### config.mk
export PLATFORM = sky130hd
export DESIGN_NAME = gen_write_logic_mdio
export DESIGN_NICKNAME = d
export VERILOG_FILES = /design/src/rtl/gen_write_logic_mdio.sv
export SDC_FILE = /design/constraint.sdc
export NUM_CORES = 1
export LEC_CHECK = 0
export ABC_AREA = 1
export CORE_AREA = 4 4 379 381
export DETAILED_ROUTE_END_ITERATION = 16
export DIE_AREA = 0 0 383 385
export GPL_TIMING_DRIVEN = 0
export PLACE_DENSITY_LB_ADDON = 0.25
export SYNTH_ARGS = -nofsm -noshare
export SYNTH_HDL_FRONTEND = slang
export SYNTH_SLANG_ARGS = --single-unit
### constraint.sdc
create_clock -name clk -period 2.2 [get_ports clk]
set_input_delay 0.44 -clock clk [delete_from_list [all_inputs] [get_ports clk]]
set_output_delay 0.44 -clock clk [all_outputs]
set_load 0.1 [all_outputs]
### src/rtl/gen_write_logic_mdio.sv
// MDIO-side write path into the capture memories: one 9-bit lane is written
// per request through a read / merge / write-back sequence on the shared port.
module gen_write_logic_mdio #(
    parameter int NUM_MEM = 24,
    parameter int DW      = 36,
    parameter int LW      = 9,
    parameter int AW      = 15,
    parameter int RD_LAT  = 1
) (
    input  logic                  clk,
    input  logic                  rstn,
    input  logic [6:0]            rf_mdio_data_sel,
    input  logic [AW-1:0]         rf_mdio_memory_addr,
    input  logic [LW-1:0]         rf_mdio_wdata,
    input  logic                  mdio_write_req,
    input  logic                  mdio_read_en,
    input  logic [NUM_MEM*DW-1:0] mdio_din,
    output logic [NUM_MEM-1:0]    mdio_chip_en,
    output logic                  mdio_wr_en,
    output logic [AW-1:0]         mdio_addr,
    output logic [DW-1:0]         mdio_dout,
    output logic                  mdio_write_busy,
    output logic                  mdio_write_done,
    output logic                  mdio_write_err
);

    localparam int         NUM_LANES = DW / LW;
    localparam logic [2:0] WAIT_INIT = 3'(RD_LAT - 1);
    localparam logic [6:0] SEL_MAX   = 7'(NUM_MEM * NUM_LANES - 1);

    typedef enum logic [2:0] {IDLE, HOLD, RD, WAIT, WR, DONE} state_t;

    state_t               state_q, state_d;
    logic [6:0]           sel_q, sel_d;
    logic [AW-1:0]        addr_q, addr_d;
    logic [LW-1:0]        wdata_q, wdata_d;
    logic [DW-1:0]        merge_q, merge_d;
    logic [2:0]           cnt_q, cnt_d;
    logic [NUM_MEM-1:0]   chip_en_q, chip_en_d;
    logic                 wr_en_q, wr_en_d;
    logic [AW-1:0]        maddr_q, maddr_d;
    logic [DW-1:0]        dout_q, dout_d;
    logic                 busy_q, busy_d;
    logic                 done_q, done_d;
    logic                 err_q, err_d;

    logic [DW-1:0]        din_words [NUM_MEM];
    logic [NUM_MEM-1:0]   sel_onehot;
    logic [DW-1:0]        rd_word;
    logic [DW-1:0]        merged;
    logic                 access;

    // Split the flat read bus per memory; one-hot enable follows the next select
    // so the registered chip enable lines up with the RD/WR cycle.
    for (genvar gi = 0; gi < NUM_MEM; gi++) begin : g_mem
        assign din_words[gi]  = mdio_din[gi*DW +: DW];
        assign sel_onehot[gi] = (sel_d[6:2] == 5'(gi));
    end

    always_comb begin
        rd_word = din_words[sel_q[6:2]];
        merged  = rd_word;
        for (int l = 0; l < NUM_LANES; l++) begin
            if (sel_q[1:0] == 2'(l)) begin
                merged[l*LW +: LW] = wdata_q;
            end
        end
    end

    always_comb begin
        state_d = state_q;
        sel_d   = sel_q;
        addr_d  = addr_q;
        wdata_d = wdata_q;
        merge_d = merge_q;
        cnt_d   = cnt_q;
        err_d   = 1'b0;
        case (state_q)
            IDLE: begin
                if (mdio_write_req) begin
                    sel_d   = rf_mdio_data_sel;
                    addr_d  = rf_mdio_memory_addr;
                    wdata_d = rf_mdio_wdata;
                    if (rf_mdio_data_sel > SEL_MAX) begin
                        err_d = 1'b1;
                    end else if (mdio_read_en) begin
                        state_d = HOLD;
                    end else begin
                        state_d = RD;
                    end
                end
            end
            HOLD: begin
                if (!mdio_read_en) begin
                    state_d = RD;
                end
            end
            RD: begin
                state_d = WAIT;
                cnt_d   = WAIT_INIT;
            end
            WAIT: begin
                // Read data is valid on the last WAIT edge only.
                if (cnt_q == 3'd0) begin
                    merge_d = merged;
                    state_d = WR;
                end else begin
                    cnt_d = cnt_q - 3'd1;
                end
            end
            WR:      state_d = DONE;
            DONE:    state_d = IDLE;
            default: state_d = IDLE;
        endcase
    end

    always_comb begin
        access    = (state_d == RD) || (state_d == WR);
        chip_en_d = access ? sel_onehot : '0;
        wr_en_d   = (state_d == WR);
        maddr_d   = access ? addr_d : '0;
        dout_d    = (state_d == WR) ? merge_d : '0;
        busy_d    = (state_d == HOLD) || (state_d == RD) || (state_d == WAIT) || (state_d == WR);
        done_d    = (state_d == DONE);
    end

    always_ff @(posedge clk or negedge rstn) begin
        if (!rstn) begin
            state_q   <= IDLE;
            sel_q     <= '0;
            addr_q    <= '0;
            wdata_q   <= '0;
            merge_q   <= '0;
            cnt_q     <= '0;
            chip_en_q <= '0;
            wr_en_q   <= 1'b0;
            maddr_q   <= '0;
            dout_q    <= '0;
            busy_q    <= 1'b0;
            done_q    <= 1'b0;
            err_q     <= 1'b0;
        end else begin
            state_q   <= state_d;
            sel_q     <= sel_d;
            addr_q    <= addr_d;
            wdata_q   <= wdata_d;
            merge_q   <= merge_d;
            cnt_q     <= cnt_d;
            chip_en_q <= chip_en_d;
            wr_en_q   <= wr_en_d;
            maddr_q   <= maddr_d;
            dout_q    <= dout_d;
            busy_q    <= busy_d;
            done_q    <= done_d;
            err_q     <= err_d;
        end
    end

    assign mdio_chip_en    = chip_en_q;
    assign mdio_wr_en      = wr_en_q;
    assign mdio_addr       = maddr_q;
    assign mdio_dout       = dout_q;
    assign mdio_write_busy = busy_q;
    assign mdio_write_done = done_q;
    assign mdio_write_err  = err_q;

endmodule

==> report_table.html, run 1 <==
<table>
<tr><th>Metric</th><th>Value</th></tr>
<tr><th colspan="2">Drt</th></tr>
<tr><td>DRC violation total after the first TritonRoute iteration</td><td>1453</td></tr>
<tr><td>Routed via count</td><td>23.17k</td></tr>
<tr><td>Detailed Route WL</td><td>155.6 mm</td></tr>
<tr><td>Detail-routed net length per standard cell</td><td>25.81 microns</td></tr>
<tr><td>Residual DRC count</td><td>0</td></tr>
<tr><td>Mean number of vias per cell</td><td>3.844</td></tr>
<tr><td>Iteration count of the initial detailed-routing pass</td><td>5</td></tr>
<tr><td>Number of nets with antenna violations after routing</td><td>0</td></tr>
<tr><th colspan="2">Layout</th></tr>
<tr><td>Proportion of layout cells with a drive suffix above 1</td><td>11.69%</td></tr>
<tr><td>Layout overhead on the synthesized area</td><td>99.94%</td></tr>
<tr><td>Final Instance Area</td><td>30680 sq um</td></tr>
<tr><td>Number of non-filler instances in the completed layout</td><td>6027</td></tr>
<tr><td>Net count reported at finish</td><td>5004</td></tr>
<tr><th colspan="2">Yosys</th></tr>
<tr><td>Largest family of logic cells by synthesized area</td><td>simple AND/OR/NAND/NOR gates</td></tr>
<tr><td>List of most frequent post-synthesis cells</td><td>1308 x sky130_fd_sc_hd__nand2_1, 620 x sky130_fd_sc_hd__inv_1, 581 x sky130_fd_sc_hd__nand3_1, 122 x sky130_fd_sc_hd__nor2_1, 116 x sky130_fd_sc_hd__dfrtp_1</td></tr>
<tr><td>Cell with the most instances after synthesis</td><td>sky130_fd_sc_hd__nand2_1</td></tr>
<tr><td>Xor-xnor portion of the synthesized cell area</td><td>0%</td></tr>
<tr><td>Library cell with the largest summed area after synthesis</td><td>sky130_fd_sc_hd__nand2_1</td></tr>
<tr><td>Simple-gate portion of the synthesized area</td><td>55.24%</td></tr>
<tr><td>Largest cells by area after synthesis</td><td>sky130_fd_sc_hd__nand2_1 32%, sky130_fd_sc_hd__nand3_1 19%, sky130_fd_sc_hd__dfrtp_1 19%, sky130_fd_sc_hd__inv_1 15%, sky130_fd_sc_hd__nor2_1 3.0%</td></tr>
<tr><td>Top cell type's share of synthesized area</td><td>32.00%</td></tr>
<tr><td>Synthesized area</td><td>15340 sq um</td></tr>
<tr><td>#FFs+latches synth</td><td>116</td></tr>
<tr><td>Most frequently used flop master after synthesis</td><td>sky130_fd_sc_hd__dfrtp_1</td></tr>
<tr><td>Synthesized instance count</td><td>3093</td></tr>
<tr><td>Syn_area_per_cell</td><td>4.960 sq um</td></tr>
<tr><td>EDFF count, synth</td><td>0</td></tr>
<tr><td>Complex-gate fraction of the synthesized area</td><td>3.686%</td></tr>
<tr><td>Sequential share of the synthesized area</td><td>18.92%</td></tr>
<tr><td>Post-synth cell types</td><td>26</td></tr>
<tr><td>Mux share of post-synthesis cell area</td><td>0%</td></tr>
<tr><td>Yosys synthesis warning count</td><td>0</td></tr>
<tr><td>Syn_nets</td><td>3994</td></tr>
<tr><td>Fraction of registers with async set or reset after synthesis</td><td>100.0%</td></tr>
<tr><td>Synthesized-area fraction occupied by adder cells</td><td>0.1631%</td></tr>
<tr><th colspan="2">CTS</th></tr>
<tr><td>Clock Pin Slew Worst Setup and Hold Paths</td><td>0.05 ns</td></tr>
<tr><td>H-Tree Level Count</td><td>4</td></tr>
<tr><td>Number of hold buffers added after CTS</td><td>0</td></tr>
<tr><td>CTS Buf Count</td><td>17</td></tr>
<tr><td>Count of clock tree sinks</td><td>116</td></tr>
<tr><td>Root Driver</td><td>sky130_fd_sc_hd__clkbuf_16</td></tr>
<tr><td>Maximum buffer depth of the clock tree</td><td>2</td></tr>
<tr><td>Clock tree from TritonCTS</td><td>yes</td></tr>
<tr><td>Worst-Skew Late Latency</td><td>0.41 ns</td></tr>
<tr><th colspan="2">Floorplan</th></tr>
<tr><td>Die H</td><td>385 microns</td></tr>
<tr><td>Die ar.</td><td>147500 sq um</td></tr>
<tr><td>Core area</td><td>140600 sq um</td></tr>
<tr><td>Number of cell rows</td><td>138</td></tr>
<tr><td>Num ports</td><td>978</td></tr>
<tr><td>Horizontal extent of the die</td><td>383 microns</td></tr>
<tr><td>Initial standard-cell utilization of the core</td><td>10.92%</td></tr>
<tr><th colspan="2">Worst setup path</th></tr>
<tr><td>Crit path launch type</td><td>flop</td></tr>
<tr><td>Nature of the critical path endpoint</td><td>flop</td></tr>
<tr><td>Data arrival time of the critical path</td><td>2.46 ns</td></tr>
<tr><td>Category of the most critical setup path</td><td>reg -&gt; reg</td></tr>
<tr><td>Data required time at the worst endpoint</td><td>2.50 ns</td></tr>
<tr><td>Worst-path fanout max</td><td>10</td></tr>
<tr><td>Worst reg-to-reg path cell count</td><td>14</td></tr>
<tr><th colspan="2">Placement</th></tr>
<tr><td>Placement-stage cell area</td><td>27520 sq um</td></tr>
<tr><td>HPWL Detailed</td><td>135.0 mm</td></tr>
<tr><td>Last weighted congestion value of the routability-driven placer</td><td>0.9421</td></tr>
<tr><td>Cell total after placement</td><td>5961</td></tr>
<tr><td>I/O Buffers</td><td>977</td></tr>
<tr><th colspan="2">Timing</th></tr>
<tr><td>Final setup violation count</td><td>0</td></tr>
<tr><td>Slew of the pin with the lowest slew margin</td><td>1.146 ns</td></tr>
<tr><td>Final Hold Viols</td><td>0</td></tr>
<tr><td>Final clock period utilization by the worst path</td><td>98.20%</td></tr>
<tr><td>Clock tree skew after final layout</td><td>0.009064 ns</td></tr>
<tr><td>Headroom to the max-slew limit</td><td>23.93%</td></tr>
<tr><td>Max Slew Vio Count</td><td>0</td></tr>
<tr><td>Unrepaired setup endpoints after global routing</td><td>true</td></tr>
<tr><td>Minimum period implied by the final worst setup slack</td><td>2.160 ns</td></tr>
<tr><td>FMAX</td><td>462.9 MHz</td></tr>
<tr><th colspan="2">Worst hold path</th></tr>
<tr><td>Worst min-delay path category</td><td>in -&gt; async</td></tr>
<tr><th colspan="2">GRT</th></tr>
<tr><td>Grt peak-use layer</td><td>met2</td></tr>
<tr><td>Aggregate global routing overflow</td><td>0</td></tr>
<tr><td>Pin count of the biggest net entering global routing</td><td>64</td></tr>
<tr><td>Met2 usage in global routing</td><td>37.37%</td></tr>
<tr><td>Global-route met3 utilization</td><td>2.672%</td></tr>
<tr><td>Met1 track utilization from global routing</td><td>23.94%</td></tr>
<tr><td>Global-route wire length before repair</td><td>201.3 mm</td></tr>
<tr><td>Antenna violations before repair</td><td>48</td></tr>
<tr><td>Combined global-route utilization of all metal layers</td><td>20.09%</td></tr>
<tr><td>Vias in the first global route</td><td>23.79k</td></tr>
<tr><th colspan="2">Outcome</th></tr>
<tr><td>Result of the run</td><td>complete, no violations</td></tr>
<tr><th colspan="2">Power and ir drop</th></tr>
<tr><td>P_leak</td><td>15.77 nW</td></tr>
<tr><td>Max rail drop VDD</td><td>0.4450 mV</td></tr>
<tr><td>Power per standard cell area</td><td>1239 nW/um^2</td></tr>
<tr><th colspan="2">Run</th></tr>
<tr><td>Number of max-capacitance violations reported</td><td>0</td></tr>
</table>
[cell type report]
cell class                 count  area (sq um)
fill                       16340        109900
timing repair buffer         993          9951
antenna                       22         55.05
buffer                       189          1797
clock buffer                  22         484.2
multi-input combinational   2151         10540
tap                         1890          2365
clock inverter                 9         150.1
sequential                   116          2903
inverter                     635          2431
[routing by layer]
| layer | vias up | routed length [microns] |
|---|---|---|
| met5 | - | 69 |
| met4 | 10 | 4892 |
| met3 | 162 | 8286 |
| met2 | 938 | 79690 |
| met1 | 10800 | 62620 |
| li1 | 11260 | - |
[path summary, 6_finish.rpt]
kind,to,from,slack [ns]
setup / recovery,mdio_dout[28]$_DFF_PN0_,sel_q[2]$_DFF_PN0_,0.04
hold / removal,mdio_chip_en[2]$_DFF_PN0_,rstn,0.02
setup reg to reg,mdio_dout[28]$_DFF_PN0_,sel_q[2]$_DFF_PN0_,0.04
hold reg to reg,cnt_q[0]$_DFFE_PN0P_,cnt_q[0]$_DFFE_PN0P_,0.50
max in group asynchronous,mdio_dout[3]$_DFF_PN0_,rstn,1.49
min in group clk,cnt_q[0]$_DFFE_PN0P_,cnt_q[0]$_DFFE_PN0P_,0.50
[cells by family after synthesis]
| logic type | count (synthesis) |
|---|---|
| and+or+nand+nor | 2041 |
| buffers and inverters | 826 |
| DFF | 116 |
| AOI/OAI and AO/OA | 108 |
| adders and majority gates | 2 |
[per-stage QoR]
step           hold slack (ns)  setup TNS [ns]  setup slack, ns  utilization (%)  power [mW]
2_1_floorplan           0.1444               0           0.5810                -       17.29
3_3_place_gp            0.4881         -544.92           -4.198            19.56       31.03
3_5_place_dp            0.4750          -58.88           -1.511            19.58       31.08
4_1_cts                0.03247         -0.1335         -0.03768            21.31       37.62
5_1_grt                0.05808         -0.3232         -0.05737            21.81       40.65
6_report               0.02094               0          0.03959            21.83       38.01
[critical path, cell delays in order, from the launching register on]
cell and delay (ns):
sky130_fd_sc_hd__dfrtp_1 0.39, sky130_fd_sc_hd__buf_12 0.16, sky130_fd_sc_hd__inv_16 0.08, sky130_fd_sc_hd__buf_12 0.11, sky130_fd_sc_hd__buf_16 0.16, sky130_fd_sc_hd__buf_12 0.17, sky130_fd_sc_hd__nand2_1 0.11, sky130_fd_sc_hd__nand3_1 0.11
sky130_fd_sc_hd__nand3_2 0.10, sky130_fd_sc_hd__nand3_4 0.14, sky130_fd_sc_hd__nand2_4 0.10, sky130_fd_sc_hd__nand2_1 0.13, sky130_fd_sc_hd__nand2_1 0.07, sky130_fd_sc_hd__nand2_1 0.06, sky130_fd_sc_hd__inv_1 0.04
[power by group]
| group | internal (mW) | switching (mW) | leakage (nW) | total [mW] |
|---|---|---|---|---|
| Combinational | 9.69 | 22.4 | 14.0 | 32.1 |
| Sequential | 2.78 | 0.191 | 1.51 | 2.97 |
| Clock | 2.00 | 0.980 | 0.308 | 2.98 |
[cell usage in the layout (no fill, tap or decap), types with 18 or more instances in the layout]
master and instances:
sky130_fd_sc_hd__a21oi_1 37, sky130_fd_sc_hd__inv_1 619, sky130_fd_sc_hd__nand2_1 1246, sky130_fd_sc_hd__nor2_1 118, sky130_fd_sc_hd__buf_2 28, sky130_fd_sc_hd__nand3_2 81, sky130_fd_sc_hd__buf_4 48, sky130_fd_sc_hd__buf_12 20
sky130_fd_sc_hd__diode_2 22, sky130_fd_sc_hd__o21ai_0 49, sky130_fd_sc_hd__nand3_4 60, sky130_fd_sc_hd__nand3_1 440, sky130_fd_sc_hd__clkbuf_16 18, sky130_fd_sc_hd__dfrtp_1 116, sky130_fd_sc_hd__nand2_2 43, sky130_fd_sc_hd__nand2_4 24
sky130_fd_sc_hd__dlygate4sd2_1 76, sky130_fd_sc_hd__buf_6 42, sky130_fd_sc_hd__clkdlybuf4s50_1 897
[flip-flops by register name, indices dropped and copies added (netlist names), 3 cells and up]
name / count
addr_q: 15
cnt_q: 3
mdio_addr: 15
mdio_chip_en: 24
mdio_dout: 36
sel_q: 7
state_q: 3
wdata_q: 9
[timing repair]
action | CTS | global route
setup buffers | 12 | 1
resized for setup | 553 | 165
cloned | 2 | 1
setup endpoints to repair | 140 | 38
pin swaps | 17 | 30
Note: power is estimated with default switching activity, not from simulation.
==> inputs of run 2 (changes only) <==
- CTS_BUF_LIST: unset -> sky130_fd_sc_hd__clkbuf_2
- PLACE_DENSITY_LB_ADDON: 0.25 -> unset
==> report_table.html, run 2 (synthesized netlist as in run 1, its figures left out) <==
<table>
<tr><th>Metric</th><th>Value</th></tr>
<tr><th colspan="2">Power and ir drop</th></tr>
<tr><td>Internal Power</td><td>14.98 mW (was 14.48 mW)</td></tr>
<tr><td>Clk pwr share</td><td>3.5% (was 7.8%)</td></tr>
<tr><td>Max rail drop VDD</td><td>0.4636 mV (was 0.4450 mV)</td></tr>
<tr><td>P_leak</td><td>15.92 nW (was 15.77 nW)</td></tr>
<tr><td>Switching pwr</td><td>26.24 mW (was 23.53 mW)</td></tr>
<tr><td>Switching part of the total power</td><td>63.66% (was 61.90%)</td></tr>
<tr><td>Relative contribution of sequential cells to total power</td><td>7.3% (was 7.8%)</td></tr>
<tr><td>Relative contribution of combinational cells to total power</td><td>89.2% (was 84.3%)</td></tr>
<tr><td>Power per standard cell area</td><td>1277 nW/um^2 (was 1239 nW/um^2)</td></tr>
<tr><th colspan="2">Worst setup path</th></tr>
<tr><td>Crit path launch type</td><td>flop (unchanged)</td></tr>
<tr><td>Worst-path cell chain</td><td>buf_4, inv_4, buf_4, nand3_1, nand2_2, nand2_1, nand2_1, nand2_1, inv_1 (was buf_12, inv_16, buf_12, buf_16, buf_12, nand2_1, nand3_1, nand3_2, nand3_4, nand2_4, nand2_1, nand2_1, nand2_1, inv_1)</td></tr>
<tr><td>Slowest cell on the critical path</td><td>sky130_fd_sc_hd__dfrtp_1 (unchanged)</td></tr>
<tr><td>Worst-path fanout max</td><td>10 (unchanged)</td></tr>
<tr><td>Data required time at the worst endpoint</td><td>2.81 ns (was 2.50 ns)</td></tr>
<tr><td>Register-to-Register Setup Slack</td><td>-0.009 ns (was 0.04 ns)</td></tr>
<tr><td>Data arrival time of the critical path</td><td>2.81 ns (was 2.46 ns)</td></tr>
<tr><td>Category of the most critical setup path</td><td>reg -&gt; reg (unchanged)</td></tr>
<tr><td>Most repeated library cell on the critical path</td><td>sky130_fd_sc_hd__nand2_1 (unchanged)</td></tr>
<tr><td>Slowest cell delay on critical path</td><td>0.45 ns (was 0.39 ns)</td></tr>
<tr><td>Nature of the critical path endpoint</td><td>flop (unchanged)</td></tr>
<tr><th colspan="2">Placement</th></tr>
<tr><td>Last weighted congestion value of the routability-driven placer</td><td>0.9535 (was 0.9421)</td></tr>
<tr><td>Cell total after placement</td><td>5961 (unchanged)</td></tr>
<tr><td>HPWL Detailed</td><td>141.7 mm (was 135.0 mm)</td></tr>
<tr><td>I/O Buffers</td><td>977 (unchanged)</td></tr>
<tr><td>Worst Setup Slack post-DPL</td><td>-1.624 ns (was -1.511 ns)</td></tr>
<tr><th colspan="2">Floorplan</th></tr>
<tr><td>Initial standard-cell utilization of the core</td><td>10.92% (unchanged)</td></tr>
<tr><td>Number of cell rows</td><td>138 (unchanged)</td></tr>
<tr><td>Die H</td><td>385 microns (unchanged)</td></tr>
<tr><td>Num ports</td><td>978 (unchanged)</td></tr>
<tr><td>Horizontal extent of the die</td><td>383 microns (unchanged)</td></tr>
<tr><td>Die ar.</td><td>147500 sq um (unchanged)</td></tr>
<tr><td>Core area</td><td>140600 sq um (unchanged)</td></tr>
<tr><th colspan="2">Drt</th></tr>
<tr><td>Number of nets with antenna violations after routing</td><td>0 (unchanged)</td></tr>
<tr><td>DRC violation total after the first TritonRoute iteration</td><td>1688 (was 1453)</td></tr>
<tr><td>Detailed Route WL</td><td>166.6 mm (was 155.6 mm)</td></tr>
<tr><td>Iteration count of the initial detailed-routing pass</td><td>5 (unchanged)</td></tr>
<tr><td>Routed via count</td><td>23.89k (was 23.17k)</td></tr>
<tr><td>Detail-routed net length per standard cell</td><td>27.54 microns (was 25.81 microns)</td></tr>
<tr><td>Residual DRC count</td><td>0 (unchanged)</td></tr>
<tr><td>Mean number of vias per cell</td><td>3.951 (was 3.844)</td></tr>
<tr><th colspan="2">GRT</th></tr>
<tr><td>Pin count of the biggest net entering global routing</td><td>94 (was 64)</td></tr>
<tr><td>Aggregate global routing overflow</td><td>0 (unchanged)</td></tr>
<tr><td>Antenna violations before repair</td><td>50 (was 48)</td></tr>
<tr><td>Met1 track utilization from global routing</td><td>25.73% (was 23.94%)</td></tr>
<tr><td>Combined global-route utilization of all metal layers</td><td>21.36% (was 20.09%)</td></tr>
<tr><td>Global-route met3 utilization</td><td>2.847% (was 2.672%)</td></tr>
<tr><td>Vias in the first global route</td><td>24.01k (was 23.79k)</td></tr>
<tr><td>Global-route wire length before repair</td><td>211.7 mm (was 201.3 mm)</td></tr>
<tr><td>Grt peak-use layer</td><td>met2 (unchanged)</td></tr>
<tr><td>Met2 usage in global routing</td><td>40.16% (was 37.37%)</td></tr>
<tr><th colspan="2">Timing</th></tr>
<tr><td>Slew of the pin with the lowest slew margin</td><td>0.7206 ns (was 1.146 ns)</td></tr>
<tr><td>Max Slew Vio Count</td><td>0 (unchanged)</td></tr>
<tr><td>Setup_tns</td><td>-0.008522 ns (was 0 ns)</td></tr>
<tr><td>Unrepaired setup endpoints after global routing</td><td>true (unchanged)</td></tr>
<tr><td>Clock tree skew after final layout</td><td>0.03624 ns (was 0.009064 ns)</td></tr>
<tr><td>Minimum period implied by the final worst setup slack</td><td>2.209 ns (was 2.160 ns)</td></tr>
<tr><td>Final setup violation count</td><td>1 (was 0)</td></tr>
<tr><td>Minimum setup slack in the final design</td><td>-0.008522 ns (was 0.03959 ns)</td></tr>
<tr><td>Final clock period utilization by the worst path</td><td>100.4% (was 98.20%)</td></tr>
<tr><td>Headroom to the max-slew limit</td><td>52.18% (was 23.93%)</td></tr>
<tr><td>FMAX</td><td>452.8 MHz (was 462.9 MHz)</td></tr>
<tr><td>Final Hold Viols</td><td>0 (unchanged)</td></tr>
<tr><th colspan="2">CTS</th></tr>
<tr><td>Clock tree from TritonCTS</td><td>yes (unchanged)</td></tr>
<tr><td>Worst-Skew Late Latency</td><td>0.64 ns (was 0.41 ns)</td></tr>
<tr><td>Clock Pin Slew Worst Setup and Hold Paths</td><td>0.20 ns (was 0.05 ns)</td></tr>
<tr><td>Count of clock tree sinks</td><td>116 (unchanged)</td></tr>
<tr><td>Maximum buffer depth of the clock tree</td><td>2 (unchanged)</td></tr>
<tr><td>H-Tree Level Count</td><td>4 (unchanged)</td></tr>
<tr><td>Root Driver</td><td>sky130_fd_sc_hd__clkbuf_2 (was sky130_fd_sc_hd__clkbuf_16)</td></tr>
<tr><td>CTS Buf Count</td><td>17 (unchanged)</td></tr>
<tr><th colspan="2">Layout</th></tr>
<tr><td>Commonest non-fill, non-tap cell in the layout</td><td>sky130_fd_sc_hd__nand2_1 (unchanged)</td></tr>
<tr><td>Number of non-filler instances in the completed layout</td><td>6048 (was 6027)</td></tr>
<tr><td>Fill cell instance count of the final layout</td><td>16.08k (was 16.34k)</td></tr>
<tr><td>FF/Latch Area</td><td>2905 sq um (was 2903 sq um)</td></tr>
<tr><td>Net count reported at finish</td><td>5032 (was 5004)</td></tr>
<tr><td>Top library cells by usage in the layout, fill and taps aside</td><td>1166 x sky130_fd_sc_hd__nand2_1, 897 x sky130_fd_sc_hd__clkdlybuf4s50_1, 615 x sky130_fd_sc_hd__inv_1 (was 1246 x sky130_fd_sc_hd__nand2_1, 897 x sky130_fd_sc_hd__clkdlybuf4s50_1, 619 x sky130_fd_sc_hd__inv_1)</td></tr>
<tr><td>Multi-input combinational cell area</td><td>11690 sq um (was 10540 sq um)</td></tr>
<tr><td>Layout overhead on the synthesized area</td><td>110.4% (was 99.94%)</td></tr>
<tr><td>Proportion of layout cells with a drive suffix above 1</td><td>18.51% (was 11.69%)</td></tr>
<tr><td>Largest register FFs</td><td>36 (unchanged)</td></tr>
<tr><th colspan="2">Run</th></tr>
<tr><td>Number of max-capacitance violations reported</td><td>0 (unchanged)</td></tr>
<tr><th colspan="2">Outcome</th></tr>
<tr><td>Violations in the final reports</td><td>setup timing</td></tr>
<tr><td>Result of the run</td><td>finished with violations (was complete, no violations)</td></tr>
<tr><th colspan="2">Worst hold path</th></tr>
<tr><td>Worst min-delay path category</td><td>in -&gt; async (unchanged)</td></tr>
</table>
run 2: final timing paths:
kind                                            from                     end  cells past startpoint
worst max-delay path              sel_q[5]$_DFF_PN0_  mdio_dout[6]$_DFF_PN0_                      9
worst min-delay path                            rstn    state_q[1]$_DFF_PN0_                      2
worst max register to register    sel_q[5]$_DFF_PN0_  mdio_dout[6]$_DFF_PN0_                      9
worst min register to register  cnt_q[0]$_DFFE_PN0P_    cnt_q[0]$_DFFE_PN0P_                      1
max in group asynchronous                       rstn      sel_q[3]$_DFF_PN0_                      3
min in group clk                    rf_mdio_wdata[2]  wdata_q[2]$_DFFE_PN0P_                      3
run 2: timing repair:
item                                    CTS  global route
setup endpoints to repair               140            46
endpoints found under the hold margin    99             0
gates resized for setup                1025           165
gates cloned                              7             4
setup buffers                            29             5
pin swaps                                59            43
hold buffers                              1             0
run 2: critical path: cells and delay by family (launching register included):
| kind | cells | cell delay (ns) |
|---|---|---|
| buffers and inverters | 4 | 1.03 |
| DFF | 1 | 0.45 |
| and+or+nand+nor | 5 | 0.62 |
run 2: through the flow:
stage	power, mW	utilization [%]	hold WS (ns)	instance area (sq um)
5_1_grt	43.65	22.96	0.1341	32270
3_5_place_dp	32.06	19.58	0.3157	27520
2_1_floorplan	17.29	-	0.1444	15340
6_report	41.21	22.97	0.2111	32280
4_1_cts	40.53	22.46	0.1341	31560
3_3_place_gp	31.99	19.56	0.4887	27490
run 2: layout make-up:
type,instances,share of cell area (%)
sequential,116,9.000
buffer,188,6.260
multi-input combinational,2151,36.22
antenna,15,0.1163
timing repair buffer,1021,32.72
timing repair inverter,1,0.03488
clock inverter,14,0.5039
tap,1890,7.326
inverter,635,7.562
clock buffer,17,0.2636
run 2: per-layer routing:
layer / wire length (microns) / up-vias
li1: - / 11320
met1: 66550 / 11320
met2: 86300 / 1079
met3: 9883 / 166
met4: 3774 / 8
met5: 47 / -
run 2: power by group through the flow:
stage / clock (mW) / combinational (mW) / sequential [mW]
after floorplan: 0 / 12.1 / 5.23
after global placement: 0 / 29.0 / 3.03
after detailed placement: 0 / 29.0 / 3.03
after CTS: 1.49 / 36.0 / 3.01
after global routing: 1.60 / 39.0 / 3.06
final: 1.45 / 36.8 / 3.00
